`config.mk`:
```
export PLATFORM = sky130hd
export DESIGN_NAME = axi4_w_buf_slice
export DESIGN_NICKNAME = d
export VERILOG_FILES = /design/src/rtl/axi4_w_buf_slice.sv
export SDC_FILE = /design/constraint.sdc
export NUM_CORES = 1
export LEC_CHECK = 0
export BUFFER_PORTS_ARGS = -buffer_cell sky130_fd_sc_hd__buf_2
export CELL_PAD_IN_SITES_DETAIL_PLACEMENT = 2
export CELL_PAD_IN_SITES_GLOBAL_PLACEMENT = 2
export CORE_MARGIN = 1.5
export CORE_UTILIZATION = 25
export CTS_BUF_LIST = sky130_fd_sc_hd__clkbuf_16
export DETAILED_ROUTE_END_ITERATION = 6
export PLACE_DENSITY_LB_ADDON = 0.3
export SLEW_MARGIN = 20
export SYNTH_ARGS = -nofsm -noshare
export SYNTH_HDL_FRONTEND = slang
export SYNTH_SLANG_ARGS = --single-unit
```
`constraint.sdc`:
```
create_clock -name aclk -period 5.7 [get_ports aclk]
set_input_delay 0.855 -clock aclk [delete_from_list [all_inputs] [get_ports aclk]]
set_output_delay 0.855 -clock aclk [all_outputs]
set_load 0.05 [all_outputs]
```
`src/rtl/axi4_w_buf_slice.sv`:
```
// axi4_w_buf_slice: DEPTH-entry AXI4 W-channel FIFO, registered handshakes.
// Define AXI4_W_BUF_STORE_FWD_EN to hold each burst until WLAST is buffered.
module axi4_w_buf_slice #(
  parameter int DATA_WIDTH = 32,
  parameter int USER_WIDTH = 1,
  parameter int STRB_WIDTH = DATA_WIDTH/8,
  parameter int DEPTH      = 4
) (
  input  logic                    aclk,
  input  logic                    aresetn,
  input  logic                    wvalids,
  output logic                    wreadys,
  input  logic [DATA_WIDTH-1:0]   wdatas,
  input  logic [STRB_WIDTH-1:0]   wstrbs,
  input  logic                    wlasts,
  input  logic [USER_WIDTH-1:0]   wusers,
  output logic                    wvalidm,
  input  logic                    wreadym,
  output logic [DATA_WIDTH-1:0]   wdatam,
  output logic [STRB_WIDTH-1:0]   wstrbm,
  output logic                    wlastm,
  output logic [USER_WIDTH-1:0]   wuserm,
  output logic [$clog2(DEPTH):0]  fill_level,
  output logic [$clog2(DEPTH):0]  burst_cnt
);

  localparam int CNT_WIDTH = $clog2(DEPTH) + 1;
  localparam int PW = $clog2(DEPTH);
  localparam int WW = DATA_WIDTH + STRB_WIDTH + 1 + USER_WIDTH;
  localparam logic [CNT_WIDTH-1:0] ONE  = CNT_WIDTH'(1);
  localparam logic [CNT_WIDTH-1:0] FULL = CNT_WIDTH'(DEPTH);
  localparam logic [PW-1:0] PONE = PW'(1);

  logic [WW-1:0]        mem_q [DEPTH];
  logic [PW-1:0]        wr_ptr_q, wr_ptr_d;
  logic [PW-1:0]        rd_ptr_q, rd_ptr_d;
  logic [CNT_WIDTH-1:0] fill_q, fill_d;
  logic [CNT_WIDTH-1:0] burst_q, burst_d;
  logic                 rdy_q, rdy_d;
  logic                 vld_q, vld_d;
  logic                 inb_q, inb_d;
  logic                 push, pop;
  logic [WW-1:0]        in_word;

  assign in_word = {wdatas, wstrbs, wlasts, wusers};
  assign {wdatam, wstrbm, wlastm, wuserm} = mem_q[rd_ptr_q];

  assign wreadys    = rdy_q;
  assign wvalidm    = vld_q;
  assign fill_level = fill_q;
  assign burst_cnt  = burst_q;

  always_comb begin
    push     = wvalids && rdy_q;
    pop      = vld_q && wreadym;
    wr_ptr_d = push ? wr_ptr_q + PONE : wr_ptr_q;
    rd_ptr_d = pop  ? rd_ptr_q + PONE : rd_ptr_q;

    fill_d = fill_q;
    case ({push, pop})
      2'b10:   fill_d = fill_q + ONE;
      2'b01:   fill_d = fill_q - ONE;
      default: fill_d = fill_q;
    endcase

    burst_d = burst_q;
    case ({push && wlasts, pop && wlastm})
      2'b10:   burst_d = burst_q + ONE;
      2'b01:   burst_d = burst_q - ONE;
      default: burst_d = burst_q;
    endcase

    // a burst whose head has left keeps flowing until its WLAST leaves
    inb_d = pop ? !wlastm : inb_q;
    rdy_d = (fill_d != FULL);
`ifdef AXI4_W_BUF_STORE_FWD_EN
    vld_d = (burst_d != '0) || (fill_d == FULL) ||
            (inb_d && (fill_d != '0));
`else
    vld_d = (fill_d != '0);
`endif
  end

  always_ff @(posedge aclk or negedge aresetn) begin
    if (!aresetn) begin
      for (int i = 0; i < DEPTH; i++) mem_q[i] <= '0;
      wr_ptr_q <= '0;
      rd_ptr_q <= '0;
      fill_q   <= '0;
      burst_q  <= '0;
      rdy_q    <= 1'b0;
      vld_q    <= 1'b0;
      inb_q    <= 1'b0;
    end else begin
      if (push) mem_q[wr_ptr_q] <= in_word;
      wr_ptr_q <= wr_ptr_d;
      rd_ptr_q <= rd_ptr_d;
      fill_q   <= fill_d;
      burst_q  <= burst_d;
      rdy_q    <= rdy_d;
      vld_q    <= vld_d;
      inb_q    <= inb_d;
    end
  end

endmodule
```
==> impl_metrics.py, run 1 <==
metrics = {
    "outcome": {
        "status": "finished clean",
    },
    "synthesis": {
        "async_flop_share_pct": 100,
        "synth.area.top_cells": "dfrtp_1 (54%), mux2_4 (16%), mux4_2 (11%)",
        "ys.flop_type": "dfrtp_1",
        "synth_cells": 430,
        "synth_area_leader_cell": "dfrtp_1",
        "syn_nets": 480,
        "yosys_warnings": 0,
        "syn-mean-instance-area_um2": 17.8,
        "yosysMostFrequentCell": "dfrtp_1",
        "synth-seq-cells": 164,
        "synth_edf_count": 0,
        "synth_common_cells": "dfrtp_1 (164), mux2_4 (80), mux2_2 (72), mux4_2 (38)",
        "netlist.area_leader.share_pct": 53.6,
        "ys_seq_area_share_pct": 53.6,
        "netlist_area_um2": 7660,
        "synth_cell_types": 28,
    },
    "flow_run": {
        "maxCapViolations": 0,
    },
    "setup_path": {
        "r2r_slack_ps": 2920,
        "r2r-start": "rd_ptr_q[0]$_DFFE_PN0N_",
        "crit_start": "rd_ptr_q[0]$_DFFE_PN0N_",
        "reg2regPathDepth": 8,
        "r2r-end": "burst_cnt[2]$_DFFE_PN0P_",
        "critPathMaxFanout": 40,
        "critPathKind": "reg2out",
        "arrival_ps": 2340,
        "crit_path_end_kind": "primary output",
        "cp-start-kind": "register",
        "cp.required_ps": 4850,
    },
    "finish": {
        "drive_above_1_share_pct": 60.0,
        "area_growth_pct": 16.2,
        "multi_input_area_um2": 3220,
        "nets": 562,
        "regArea_um2": 4110,
        "fill_cells": 3034,
    },
    "timing": {
        "worst_hold_slack_ps": 471,
        "fmax_mhz": 313,
        "maxSlewViolCount": 0,
        "worst_pin_slew_ps": 1040,
        "finalCriticalPeriod_ps": 3190,
        "setup_tns_ps": 0,
        "final-setup-viol-count": 0,
        "skew_ps": 6.41,
        "grt_setup_unrepaired": "false",
        "relSlewSlack_pct": 31.0,
        "fin_crit_sh_pct": 56.0,
        "hold_viol": 0,
    },
    "clocking": {
        "cts_setup_buffers": 0,
        "path_clk_slew_ps": 60,
        "cts_sinks": 164,
        "holdBufCountCts": 0,
        "cts_tree": "yes",
        "clkLatencyLatePin_ps": 430,
        "cts_max_path_buffers": 2,
        "numCtsBuffers": 17,
        "cts_root_buffer": "clkbuf_16",
        "htree_num_levels": 4,
        "cts_resized": 0,
    },
    "global_route": {
        "grt_pass1_vias": 4883,
        "track_usage_pct": 12.3,
        "gr-total-overflow": 0,
        "grt_start_max_net_pins": 108,
        "antenna_found_initial": 2,
        "grt_pass1_wl_mm": 28.8,
        "grtUsageMet3_pct": 3.71,
        "met2_usage_pct": 21.5,
        "top_usage_layer": "met2",
        "gr-usage-met1_pct": 14.4,
    },
    "placement": {
        "globalplace.congestion": 0.695,
        "portBuffers": 87,
        "dp_hpwl_mm": 11.0,
    },
    "floorplanning": {
        "core_um2": 29900,
        "num_rows": 63,
        "io_pins": 88,
        "die_area_um2": 31700,
        "die_y_um": 178,
        "floorplan.initialDensity_pct": 25.6,
        "dieWidth_um": 178,
    },
    "drt": {
        "first_iter_violations": 143,
        "via_per_inst": 4.37,
        "vias": 4001,
        "wl_per_cell_um": 19.8,
        "drc_errors": 0,
        "ant_nets": 0,
        "totalWireLength_mm": 18.1,
        "first_pass_iters": 4,
    },
    "min_path": {
        "hold_end": "burst_cnt[2]$_DFFE_PN0P_",
        "hold_path_depth": 1,
        "hp-class": "reg2reg",
        "hold_start": "burst_cnt[2]$_DFFE_PN0P_",
    },
}
-- stage by stage --
step | setup WS, ps | instance area (µm²) | std cells | util [%]
after floorplan | 3210 | 7660 | 430 | -
after global placement | 2860 | 8310 | 883 | 27.8
after detailed placement | 2830 | 8310 | 883 | 27.8
after CTS | 2400 | 8900 | 915 | 29.8
after global routing | 2310 | 8900 | 915 | 29.8
final | 2510 | 8900 | 916 | 29.8
-- area by class of cell --
type                            instances  area share [%]
Sequential cell                       164            46.2
Multi-Input combinational cell        231            36.2
Tap cell                              390            5.48
Timing Repair Buffer                   89            5.13
Clock buffer                           17            4.78
Clock inverter                         15            1.88
Inverter                                9           0.380
Antenna cell                            1          0.0281
-- cells in the final DEF, fill, tap and decap left out, types with 3 or more instances in the layout --
cell and n:
buf_2 86, mux2_4 80, xor2_1 5, nand2_4 4
ha_1 6, mux4_2 38, o21ai_0 3, clkinvlp_4 4
clkbuf_16 17, inv_1 12, bufinv_16 3, dfrtp_1 162
xnor2_1 4, nand2_1 6, mux2_2 72
-- how the worst max path moves through the flow --
stage,slack [ps],endpoint
floorplan,3210,wreadys$_DFF_PN0_
global placement,2860,burst_cnt[2]$_DFFE_PN0P_
detailed placement,2830,burst_cnt[2]$_DFFE_PN0P_
CTS,2400,wstrbm[2]
global route,2310,wdatam[31]
finish,2510,wdatam[31]
-- worst max-delay path, stage by stage (launching register included) --
cell,delay (ps)
dfrtp_4,1020
mux4_2,640
buf_2,230
-- cells by family after synthesis --
family / synth area share, %
muxes: 37.6
DFF: 53.6
buffers and inverters: 4.43
and+or+nand+nor: 1.52
xor gates and xnor gates: 1.03
adders and majority gates: 1.50
AOI/OAI and AO/OA: 0.392
-- state kept, by name, summed over array words and instances (netlist names) --
signal and flops:
rd_ptr_q 2, wr_ptr_q 2, fill_level 3, burst_cnt 3, wreadys 1, mem_q 152, wvalidm 1
-- per-layer routing --
metal	routed length (µm)	part of all wire, %
met3	815	4.5
met4	185	1.0
met5	0	0
met1	7610	42
met2	9520	53
Power of run 1 is left out: the tool's default activity adds up to more than one toggle a clock period on the data nets, which glitch-free logic cannot reach.
==> run 2: changes to the inputs <==
- ABC_AREA: unset -> 1
- clock period: 5.7 -> 2.8 ns (I/O delays scaled with it)
==> impl_metrics.py, run 2 <==
metrics = {
    "finish": {
        "regArea_um2": 4110,
        "fill_cells": 3326,
        "largest_register": "mem_q",
        "area_growth_pct": 17.4,
        "final_cell_mix": "nand2_1 (169), o21ai_0 (169), dfrtp_1 (162)",
        "stdcell_area_um2": 8660,
        "nets": 930,
        "antenna_cells": 0,
        "drive_above_1_share_pct": 19.5,
        "multi_input_area_um2": 2670,
        "largest_reg_flops": 152,
    },
    "outcome": {
        "failed_checks": "hold timing",
        "status": "finished, violations left",
    },
    "synthesis": {
        "netlist_area_um2": 7380,
        "synth_cells": 814,
        "ys_seq_area_share_pct": 55.6,
        "async_flop_share_pct": 100,
        "synth_cell_types": 21,
        "synth_edf_count": 0,
        "netlist.area_leader.share_pct": 55.6,
        "ys.flop_type": "dfrtp_1",
        "yosys_warnings": 0,
        "syn_nets": 864,
        "synth_area_leader_cell": "dfrtp_1",
        "syn-mean-instance-area_um2": 9.07,
        "synth_common_cells": "nand2_1 (169), o21ai_0 (169), dfrtp_1 (164), nor2_1 (79), inv_1 (54)",
        "synth-seq-cells": 164,
        "synth.area.top_cells": "dfrtp_1 (56%), o21ai_0 (11%), nand2_1 (8.6%)",
    },
    "clocking": {
        "cts_resized": 0,
        "cts_sinks": 164,
        "path_clk_slew_ps": 70,
        "htree_num_levels": 4,
        "numCtsBuffers": 17,
        "cts_root_buffer": "clkbuf_16",
        "clkLatencyLatePin_ps": 440,
        "holdBufCountCts": 0,
        "cts_setup_buffers": 0,
        "cts_max_path_buffers": 2,
        "cts_tree": "yes",
    },
    "setup_path": {
        "critPathKind": "reg2out",
        "r2r-end": "burst_cnt[2]$_DFFE_PN0P_",
        "reg2regPathDepth": 11,
        "r2r_slack_ps": 480,
        "crit_start": "rd_ptr_q[0]$_DFFE_PN0N_",
        "critPathMaxFanout": 44,
        "cp.required_ps": 2380,
        "cp-start-kind": "register",
        "arrival_ps": 2190,
        "crit_path_end_kind": "primary output",
        "r2r-start": "rd_ptr_q[0]$_DFFE_PN0N_",
    },
    "global_route": {
        "antenna_found_initial": 0,
        "grt_pass1_vias": 6651,
        "grt_pass1_wl_mm": 35.5,
        "gr-total-overflow": 0,
        "track_usage_pct": 14.7,
        "grt_start_max_net_pins": 77,
    },
    "floorplanning": {
        "num_rows": 62,
        "floorplan.initialDensity_pct": 25.6,
        "die_area_um2": 30600,
        "core_um2": 28900,
        "io_pins": 88,
        "die_y_um": 175,
        "dieWidth_um": 175,
    },
    "placement": {
        "place_area_um2": 8070,
        "globalplace.congestion": 0.704,
        "post-place-ws_ps": 461,
        "dp_hpwl_mm": 13.3,
        "portBuffers": 87,
    },
    "timing": {
        "setup_slack_ps": 193,
        "grt_setup_unrepaired": "false",
        "worst_hold_slack_ps": -26.7,
        "fmax_mhz": 384,
        "maxSlewViolCount": 0,
        "final-setup-viol-count": 0,
        "finalCriticalPeriod_ps": 2610,
        "hold_viol": 11,
        "fin_crit_sh_pct": 93.1,
        "worst_pin_slew_ps": 869,
        "setup_tns_ps": 0,
        "relSlewSlack_pct": 42.0,
        "skew_ps": 14.9,
    },
    "drt": {
        "totalWireLength_mm": 21.1,
        "first_pass_iters": 4,
        "drc_errors": 0,
        "ant_nets": 0,
        "wl_per_cell_um": 16.5,
        "first_iter_violations": 223,
        "via_per_inst": 4.54,
        "vias": 5797,
    },
    "flow_run": {
        "maxCapViolations": 0,
    },
    "min_path": {
        "hp-class": "in2async",
    },
}
## run 2: critical path, cell delays in order, from the launching register on
cell and delay [ps]:
dfrtp_2 440, inv_2 270, buf_12 280, o21ai_0 120, o22ai_1 300, buf_2 330
## run 2: logic make-up (layout without fill, tap and decap cells)
group,Yosys count,after routing,share of synthesized area (%)
AOI/OAI and AO/OA,266,266,20.2
and+or+nand+nor,259,259,13.8
DFF,164,164,55.6
buffers and inverters,112,191,8.27
adders and majority gates,8,8,1.56
xor gates and xnor gates,5,5,0.593
## run 2: cell type report
class                           count  share of cell area, %
Timing Repair Buffer              103                   6.92
Inverter                           56                   2.51
Clock inverter                     15                   1.94
Sequential cell                   164                   47.4
Clock buffer                       17                   4.91
Tap cell                          384                   5.55
Multi-Input combinational cell    538                   30.8
## run 2: layer usage
metal / up-vias / part of all wire, % / track usage (%)
li1: 2808 / - / -
met1: 2915 / 47 / 18.6
met2: 63 / 50 / 25.9
met3: 11 / 2.2 / 2.87
met4: 0 / 0.86 / 3.03
met5: - / 0 / 0
## run 2: per-stage QoR
stage	cells	hold slack, ps	utilization [%]
finish	1277	-26.7	30.0
global route	1277	18.3	30.0
CTS	1277	3.43	30.0
detailed placement	1245	466	28.0
global placement	1245	459	28.0
floorplan	814	124	-
## run 2: worst max-delay path by stage
stage | endpoint | slack [ps] | depth (start not counted)
after global routing | wdatam[26] | 90 | 4
after floorplan | wdatam[21] | 720 | 5
after global placement | burst_cnt[2]$_DFFE_PN0P_ | 530 | 11
after CTS | wstrbm[2] | 190 | 5
after detailed placement | burst_cnt[2]$_DFFE_PN0P_ | 460 | 11
final | wstrbm[2] | 190 | 5
Power of run 2 is left out for the same reason.
==> run 3: changes to the inputs <==
- clock period: 2.8 -> 3.16 ns (I/O delays scaled with it)
==> impl_metrics.py, run 3 (synthesis gave the netlist of run 2 again) <==
metrics = {
    "clocking": {
        "path_clk_slew_ps": 70,
        "cts_setup_buffers": 0,
        "cts_root_buffer": "clkbuf_16",
        "clkLatencyLatePin_ps": 430,
        "htree_num_levels": 4,
        "cts_tree": "yes",
        "cts_sinks": 164,
        "numCtsBuffers": 17,
        "holdBufCountCts": 0,
        "cts_max_path_buffers": 2,
        "cts_resized": 0,
    },
    "setup_path": {
        "r2r-start": "rd_ptr_q[0]$_DFFE_PN0N_",
        "crit_path_end_kind": "primary output",
        "r2r-end": "burst_cnt[2]$_DFFE_PN0P_",
        "arrival_ps": 2170,
        "cp.required_ps": 2690,
        "critPathKind": "reg2out",
        "critPathMaxFanout": 31,
        "reg2regPathDepth": 11,
        "r2r_slack_ps": 990,
        "cp-start-kind": "register",
    },
    "drt": {
        "ant_nets": 0,
        "totalWireLength_mm": 21.2,
        "drc_errors": 0,
        "wl_per_cell_um": 16.8,
        "first_iter_violations": 213,
        "vias": 5811,
        "first_pass_iters": 4,
        "via_per_inst": 4.58,
    },
    "timing": {
        "grt_setup_unrepaired": "false",
        "fin_crit_sh_pct": 83.6,
        "setup_tns_ps": 0,
        "worst_pin_slew_ps": 925,
        "final-setup-viol-count": 0,
        "setup_slack_ps": 519,
        "skew_ps": 16.8,
        "relSlewSlack_pct": 38.3,
        "hold_viol": 0,
        "maxSlewViolCount": 0,
        "finalCriticalPeriod_ps": 2640,
        "fmax_mhz": 379,
    },
    "finish": {
        "regArea_um2": 4110,
        "largest_reg_flops": 152,
        "final_cell_mix": "nand2_1 (169), o21ai_0 (169), dfrtp_1 (162)",
        "drive_above_1_share_pct": 17.9,
        "largest_register": "mem_q",
        "stdcell_area_um2": 8570,
        "area_growth_pct": 16.2,
        "multi_input_area_um2": 2670,
        "nets": 920,
        "fill_cells": 3324,
    },
    "placement": {
        "place_area_um2": 8020,
        "globalplace.congestion": 0.660,
        "portBuffers": 87,
        "post-place-ws_ps": 959,
        "dp_hpwl_mm": 12.6,
    },
    "min_path": {
        "hp-class": "in2async",
    },
    "global_route": {
        "gr-total-overflow": 0,
        "grt_pass1_vias": 6426,
        "grt_pass1_wl_mm": 35.0,
        "track_usage_pct": 14.7,
        "antenna_found_initial": 1,
        "grt_start_max_net_pins": 78,
    },
    "floorplanning": {
        "floorplan.initialDensity_pct": 25.6,
        "num_rows": 62,
        "io_pins": 88,
        "die_y_um": 175,
        "die_area_um2": 30600,
        "core_um2": 28900,
        "dieWidth_um": 175,
    },
    "outcome": {
        "status": "finished clean",
    },
    "flow_run": {
        "maxCapViolations": 0,
    },
}
run 3: cell count changes in the layout (fill, tap and decap cells not counted), moves of 3 or more:
cell	previous run	this run
clkinv_1	0	3
inv_1	54	57
inv_6	7	0
buf_4	13	1
clkinv_2	1	4
clkinv_4	3	0
run 3: stage by stage:
stage               hold WS (ps)  util (%)  std cells
floorplan                    178         -        814
global placement             460      27.8       1235
detailed placement           467      27.8       1235
CTS                         75.9      29.7       1267
global route                97.7      29.7       1267
finish                      63.4      29.7       1268
run 3: cell type report:
cell class / count / area share [%]
Inverter: 56 / 2.54
Clock inverter: 15 / 1.46
Antenna cell: 1 / 0.0292
Sequential cell: 164 / 47.9
Multi-Input combinational cell: 538 / 31.1
Tap cell: 384 / 5.60
Clock buffer: 17 / 4.96
Timing Repair Buffer: 93 / 6.41
run 3: worst max-delay path by stage:
stage	startpoint	to	slack, ps	cells past startpoint
2_1_floorplan	rd_ptr_q[1]$_DFFE_PN0N_	wdatam[21]	1020	5
3_3_place_gp	rd_ptr_q[1]$_DFFE_PN0N_	wstrbm[2]	980	5
3_5_place_dp	rd_ptr_q[1]$_DFFE_PN0N_	wstrbm[2]	960	5
4_1_cts	rd_ptr_q[1]$_DFFE_PN0N_	wstrbm[2]	500	5
5_1_grt	rd_ptr_q[1]$_DFFE_PN0N_	wstrbm[2]	380	5
6_report	rd_ptr_q[1]$_DFFE_PN0N_	wstrbm[2]	520	5
run 3: layer usage:
metal / share of wire, % / GRT usage, % / vias up
met3: 3.1 / 3.44 / 11
li1: - / - / 2787
met1: 48 / 19.0 / 2947
met2: 48 / 24.7 / 66
met5: 0 / 0 / -
met4: 0.64 / 3.63 / 0
run 3: worst max-delay path, stage by stage, from the launching register on:
cell and delay, ps:
dfrtp_2 530, inv_1 270, buf_12 250, o21ai_0 110, o22ai_1 250, buf_2 330
Power of run 3 is left out for the same reason.
